[config.mk]
export PLATFORM = sky130hd
export DESIGN_NAME = spi_slave_sync
export DESIGN_NICKNAME = d
export VERILOG_FILES = /design/src/rtl/spi_slave_sync.sv
export SDC_FILE = /design/constraint.sdc
export NUM_CORES = 1
export LEC_CHECK = 0
export BUFFER_PORTS_ARGS = -buffer_cell sky130_fd_sc_hd__buf_2
export CORE_AREA = 2 2 73 75
export CTS_CLUSTER_DIAMETER = 50
export CTS_CLUSTER_SIZE = 12
export DETAILED_ROUTE_END_ITERATION = 6
export DIE_AREA = 0 0 75 77
export PLACE_DENSITY = 0.63
export SKIP_LAST_GASP = 1
export SYNTH_ARGS = -nofsm -noshare
export SYNTH_HDL_FRONTEND = slang
export SYNTH_SLANG_ARGS = --single-unit
[constraint.sdc]
create_clock -name Clk_i -period 1.7 [get_ports Clk_i]
set_input_delay 0.34 -clock Clk_i [delete_from_list [all_inputs] [get_ports Clk_i]]
set_output_delay 0.34 -clock Clk_i [all_outputs]
set_load 0.005 [all_outputs]
[src/rtl/spi_slave_sync.sv]
// SPI slave clocked entirely by Clk_i: SCLK/CS/MOSI are oversampled through synchronisers.
// Provides a one-word TX buffer (valid/ready), an RX hold register and overrun/underrun pulses.
module spi_slave_sync #(
  parameter int DATA_W      = 8,
  parameter int LSB_FIRST   = 0,
  parameter int CS_ACTIVE   = 1,
  parameter int SYNC_STAGES = 2
) (
  input  logic              Clk_i,
  input  logic              rst_n_i,
  input  logic [1:0]        SPI_MODE_i,
  input  logic              SPI_Clk_i,
  input  logic              CS_i,
  input  logic              MOSI_i,
  output logic              MISO_o,
  output logic              MISO_OE_o,
  input  logic [DATA_W-1:0] TX_DT_i,
  input  logic              TX_VALID_i,
  output logic              TX_READY_o,
  output logic [DATA_W-1:0] RX_DT_o,
  output logic              RX_VALID_o,
  input  logic              RX_READY_i,
  output logic              RX_OVR_o,
  output logic              TX_UDR_o,
  output logic              BUSY_o
);
  localparam int CNT_W = $clog2(DATA_W);
  localparam logic [CNT_W-1:0] LAST_CNT = CNT_W'(DATA_W - 1);
  localparam logic CS_LVL = (CS_ACTIVE != 0) ? 1'b1 : 1'b0;

  typedef enum logic [0:0] {ST_IDLE = 1'b0, ST_ACTIVE = 1'b1} state_t;

  function automatic logic word_bit(input logic [DATA_W-1:0] w, input logic [CNT_W-1:0] idx);
    if (LSB_FIRST != 0) return w[idx];
    else return w[LAST_CNT - idx];
  endfunction

  state_t state_r, state_nxt_s;
  logic [SYNC_STAGES-1:0] sclk_sync_r, cs_sync_r, mosi_sync_r;
  logic sclk_prev_r;
  logic [1:0] mode_r;
  logic [CNT_W-1:0] bit_cnt_r;
  logic sampled_r, word_done_r, miso_r, miso_oe_r;
  logic [DATA_W-1:0] rx_shift_r, tx_word_r, tx_buf_r, rx_dt_r;
  logic tx_empty_r, tx_udr_r, rx_valid_r, rx_ovr_r;
  logic sclk_s, cs_act_s, mosi_s, rise_s, fall_s, lead_s, trail_s;
  logic enter_s, leave_s, active_s, sample_s, shift_s, last_s, load_s;
  logic [DATA_W-1:0] load_word_s;

  // Pin synchronisers; CS resets to its inactive level so reset release never looks like a select.
  always_ff @(posedge Clk_i or negedge rst_n_i) begin
    if (!rst_n_i) begin
      sclk_sync_r <= {SYNC_STAGES{1'b0}};
      cs_sync_r   <= {SYNC_STAGES{~CS_LVL}};
      mosi_sync_r <= {SYNC_STAGES{1'b0}};
      sclk_prev_r <= 1'b0;
    end else begin
      sclk_sync_r <= {sclk_sync_r[SYNC_STAGES-2:0], SPI_Clk_i};
      cs_sync_r   <= {cs_sync_r[SYNC_STAGES-2:0], CS_i};
      mosi_sync_r <= {mosi_sync_r[SYNC_STAGES-2:0], MOSI_i};
      sclk_prev_r <= sclk_s;
    end
  end

  assign sclk_s   = sclk_sync_r[SYNC_STAGES-1];
  assign cs_act_s = (cs_sync_r[SYNC_STAGES-1] == CS_LVL);
  assign mosi_s   = mosi_sync_r[SYNC_STAGES-1];
  assign rise_s   = sclk_s & ~sclk_prev_r;
  assign fall_s   = ~sclk_s & sclk_prev_r;
  assign lead_s   = mode_r[1] ? fall_s : rise_s;
  assign trail_s  = mode_r[1] ? rise_s : fall_s;

  // State register.
  always_ff @(posedge Clk_i or negedge rst_n_i) begin
    if (!rst_n_i) state_r <= ST_IDLE;
    else state_r <= state_nxt_s;
  end

  // Next-state logic with frame entry/exit strobes.
  always_comb begin
    state_nxt_s = state_r;
    enter_s     = 1'b0;
    leave_s     = 1'b0;
    case (state_r)
      ST_IDLE: begin
        if (cs_act_s) begin
          state_nxt_s = ST_ACTIVE;
          enter_s     = 1'b1;
        end else begin
          state_nxt_s = ST_IDLE;
        end
      end
      ST_ACTIVE: begin
        if (!cs_act_s) begin
          state_nxt_s = ST_IDLE;
          leave_s     = 1'b1;
        end else begin
          state_nxt_s = ST_ACTIVE;
        end
      end
      default: state_nxt_s = ST_IDLE;
    endcase
  end

  // With CPHA=0 the first shift edge is ignored until a bit has been sampled.
  assign active_s    = (state_r == ST_ACTIVE) & cs_act_s;
  assign sample_s    = active_s & (mode_r[0] ? trail_s : lead_s);
  assign shift_s     = active_s & (mode_r[0] ? lead_s : (trail_s & sampled_r));
  assign last_s      = sample_s & (bit_cnt_r == LAST_CNT);
  assign load_s      = enter_s | last_s;
  assign load_word_s = tx_empty_r ? {DATA_W{1'b0}} : tx_buf_r;

  // Frame datapath: mode latch, bit counter, RX shifter and MISO driver.
  always_ff @(posedge Clk_i or negedge rst_n_i) begin
    if (!rst_n_i) begin
      mode_r      <= 2'b00;
      bit_cnt_r   <= {CNT_W{1'b0}};
      sampled_r   <= 1'b0;
      word_done_r <= 1'b0;
      rx_shift_r  <= {DATA_W{1'b0}};
      tx_word_r   <= {DATA_W{1'b0}};
      miso_r      <= 1'b0;
      miso_oe_r   <= 1'b0;
    end else begin
      word_done_r <= last_s;
      if (enter_s) begin
        mode_r    <= SPI_MODE_i;
        bit_cnt_r <= {CNT_W{1'b0}};
        sampled_r <= 1'b0;
        tx_word_r <= load_word_s;
        miso_oe_r <= 1'b1;
        miso_r    <= SPI_MODE_i[0] ? 1'b0 : word_bit(load_word_s, {CNT_W{1'b0}});
      end else if (leave_s) begin
        bit_cnt_r <= {CNT_W{1'b0}};
        sampled_r <= 1'b0;
        miso_oe_r <= 1'b0;
        miso_r    <= 1'b0;
      end else if (sample_s) begin
        rx_shift_r <= (LSB_FIRST != 0) ? {mosi_s, rx_shift_r[DATA_W-1:1]}
                                       : {rx_shift_r[DATA_W-2:0], mosi_s};
        sampled_r  <= 1'b1;
        if (last_s) begin
          bit_cnt_r <= {CNT_W{1'b0}};
          tx_word_r <= load_word_s;
        end else begin
          bit_cnt_r <= bit_cnt_r + CNT_W'(1);
        end
      end else if (shift_s) begin
        miso_r <= word_bit(tx_word_r, bit_cnt_r);
      end
    end
  end

  // One-word TX buffer; a load takes priority, so a same-cycle handshake fills it for the next word.
  always_ff @(posedge Clk_i or negedge rst_n_i) begin
    if (!rst_n_i) begin
      tx_buf_r   <= {DATA_W{1'b0}};
      tx_empty_r <= 1'b1;
      tx_udr_r   <= 1'b0;
    end else begin
      tx_udr_r <= load_s & tx_empty_r;
      if (load_s && !tx_empty_r) begin
        tx_empty_r <= 1'b1;
      end else if (TX_VALID_i && tx_empty_r) begin
        tx_buf_r   <= TX_DT_i;
        tx_empty_r <= 1'b0;
      end else begin
        tx_empty_r <= tx_empty_r;
      end
    end
  end

  // RX hold register: a completed word always lands, flagging overrun if the old one was unread.
  always_ff @(posedge Clk_i or negedge rst_n_i) begin
    if (!rst_n_i) begin
      rx_dt_r    <= {DATA_W{1'b0}};
      rx_valid_r <= 1'b0;
      rx_ovr_r   <= 1'b0;
    end else begin
      rx_ovr_r <= word_done_r & rx_valid_r & ~RX_READY_i;
      if (word_done_r) begin
        rx_dt_r    <= rx_shift_r;
        rx_valid_r <= 1'b1;
      end else if (rx_valid_r && RX_READY_i) begin
        rx_valid_r <= 1'b0;
      end else begin
        rx_valid_r <= rx_valid_r;
      end
    end
  end

  assign MISO_o     = miso_r;
  assign MISO_OE_o  = miso_oe_r;
  assign TX_READY_o = tx_empty_r;
  assign RX_DT_o    = rx_dt_r;
  assign RX_VALID_o = rx_valid_r;
  assign RX_OVR_o   = rx_ovr_r;
  assign TX_UDR_o   = tx_udr_r;
  assign BUSY_o     = (state_r == ST_ACTIVE);
endmodule

==> qor.yml <==
ir_drop_v: 0.000611
power_switching_mw: 0.768
clock_sinks: 53
synth_common_cells: "52 x dfrtp_1, 29 x mux2_2, 6 x a32o_1, 6 x nand2_1, 5 x ha_1"
grt_use_total: 0.135
p_per_area_nw_per_um2: 1190
first_global_vias: 1331
final_util: 0.517
relSlewSlack: 0.741
synth-seq-area-share: 0.624
via_per_inst: 5.00
drc_errors: 0
crit_fanout: 8
synth.distinct_cells: 33
n_antenna_cell: 0
holdCritStartpoint: "CS_i"
synth_top_area_share: 0.611
pwr-share-seq: 0.537
yosysTopAreaCell: "dfrtp_1"
vias: 1300
hpwl_um: 2540
setup_viol: 3
worst_slew_pin_slew_ps: 388
clockBufferDepth: 2
die_w_um: 75
first_pass_iters: 4
initial_utilization: 0.428
grt_max_degree: 22
grt_pass1_wl_um: 6040
root_buffer: "clkbuf_8"
worstReg2RegStart: "mode_r[0]"
wl_per_cell_um: 13.6
rsz0062_at_grt: "true"
clock_latency_ps: 300
synth_edf_count: 0
asyncSetResetFlopFracSynth: 1.00
synth_area_um2: 2130
hold_violations: 0
final_nets: 211
cts_tree: "done"
p_leak_nw: 1.29
io_pins: 32
swShare: 0.251
die_h_um: 77
routed_wl_um: 3540
setup_slack_ps: -20.2
coreArea_um2: 4980
critPathTopFamily: "multiplexers"
arrival_ps: 1910
ant_nets: 0
place.gp.congestion: 0.732
netlist_top_cells_area: "dfrtp_1 61%, mux2_2 15%, ha_1 2.9%"
dieArea_um2: 5780
regArea_um2: 1330
htree_levels: 2
crit_buf_inv: 0
finalSetupTns_ps: -31.6
avgSynthCellArea_um2: 15.0
ys_seq_elements: 53
skew_ps: 6.08
yosys_warnings: 0
crit_slowest_cell: "dfrtp_1"
multi_input_area_um2: 788
crit_path_start: "mode_r[0]"
finalCritPeriodShare: 1.01
areaGrowthSynthToFinish_pct: 21.0
path_cells: "xnor2_2 -> mux2i_2 -> a31o_1 -> nand2b_4 -> mux2_4"
drive_gt1_frac: 0.479
cap_violations: 0
cp-start-kind: "flop"
fp-row-count: 26
violations: "negative setup slack"
fin_crit_ps: 1720
clkPwrFrac: 0.268
gr-total-overflow: 0
cellInternalPower_mw: 2.29
power_frac_comb: 0.195
outcome: "finished with violations"
drt-initial-drc-count: 39
synth_ff_type: "dfrtp_1"
crit_required_ps: 1890
crit_path_end_kind: "flop"
max_freq_mhz: 581
hold_path.class: "in2reg"
max_stage_delay_ps: 410
cts_buffers: 5
yosysMostFrequentCell: "dfrtp_1"
synth_nets: 164
slew_viol_final: 0
fillCellCount: 452
port_buffers: 31
crit_type: "reg2reg"
synthCells: 142
path_clk_slew_ps: 90
antenna_found_initial: 0
[cells in the final DEF (no fill, tap or decap), types with 2 or more instances in the layout]
cell type / count
a32o_1: 6
and2_2: 2
buf_2: 32
buf_4: 9
clkbuf_8: 5
dfrtp_1: 52
ha_1: 4
inv_1: 4
mux2_2: 29
mux2i_1: 3
nand2_1: 5
nand2b_1: 2
nand3b_1: 2
nor2_1: 2
nor2b_1: 3
o21a_1: 2
o21ai_1: 2
[timing repair]
item	CTS	global route
setup buffers	1	1
hold endpoints to repair	15	0
resized for setup	5	5
cloned	0	1
pin swaps	2	3
setup endpoints to repair	11	20
hold buffers	1	0
[flip-flops by register name (all words and copies together) (netlist names), 2 cells and up]
name and cells:
tx_word_r 8, sclk_sync_r 2, cs_sync_r 2, RX_DT_o 8, tx_buf_r 8, rx_shift_r 8, mode_r 2, bit_cnt_r 3
mosi_sync_r 2
[final cells by class]
class | count | area share
Sequential cell | 53 | 0.516
Multi-Input combinational cell | 82 | 0.306
Timing Repair Buffer | 43 | 0.0967
Tap cell | 70 | 0.0340
Clock buffer | 6 | 0.0282
Clock inverter | 2 | 0.0136
Inverter | 4 | 0.00583
[kinds of logic (layout without fill, tap and decap cells)]
| logic type | after synthesis | in the layout | share of synthesized area |
|---|---|---|---|
| AO/OA/AOI/OAI | 19 | 19 | 0.0706 |
| XOR/XNOR | 1 | 1 | 0.00412 |
| adder cells (fa/ha/maj) | 5 | 5 | 0.0294 |
| buffers and inverters | 7 | 55 | 0.0194 |
| flip-flops | 53 | 53 | 0.624 |
| multiplexers | 35 | 35 | 0.190 |
| AND/OR/NAND/NOR | 22 | 22 | 0.0629 |
[stage by stage]
stage | hold slack, ps | area (µm²) | setup slack (ps) | power (mW) | cells
floorplan | 44.4 | 2130 | -44.2 | 2.01 | 142
global placement | 269 | 2400 | -5.64 | 2.19 | 248
detailed placement | 281 | 2400 | -60.0 | 2.23 | 248
CTS | 130 | 2550 | -4.52 | 3.08 | 258
global route | 129 | 2570 | -98.6 | 3.22 | 260
finish | 143 | 2570 | -20.2 | 3.06 | 260
[worst paths after layout]
| path | endpoint | slack [ps] | depth (start not counted) |
|---|---|---|---|
| min in group asynchronous | sclk_prev_r | 500 | 2 |
| setup / recovery | tx_word_r[7] | -20 | 5 |
| setup reg to reg | tx_word_r[7] | -20 | 5 |
| hold reg to reg | mosi_sync_r[1] | 350 | 0 |
| max in group asynchronous | TX_READY_o | 590 | 3 |
| hold / removal | cs_sync_r[0] | 140 | 1 |
[per-layer routing]
layer | share of wire | wire length [µm] | track usage | up-vias
met2 | 0.51 | 1820 | 0.220 | 34
li1 | - | - | - | 604
met1 | 0.43 | 1540 | 0.173 | 658
met3 | 0.046 | 162 | 0.0407 | 4
met5 | 0 | 0 | 0 | -
met4 | 0.0068 | 24 | 0.0375 | 0
[power groups by stage]
| stage | clock, mW | combinational, mW | sequential [mW] |
|---|---|---|---|
| 5_1_grt | 0.894 | 0.654 | 1.68 |
| 4_1_cts | 0.845 | 0.591 | 1.64 |
| 3_5_place_dp | 0 | 0.562 | 1.66 |
| 6_report | 0.820 | 0.595 | 1.64 |
| 3_3_place_gp | 0 | 0.540 | 1.65 |
| 2_1_floorplan | 0 | 0.376 | 1.63 |
No activity file was read; power rests on OpenSTA's default activity.
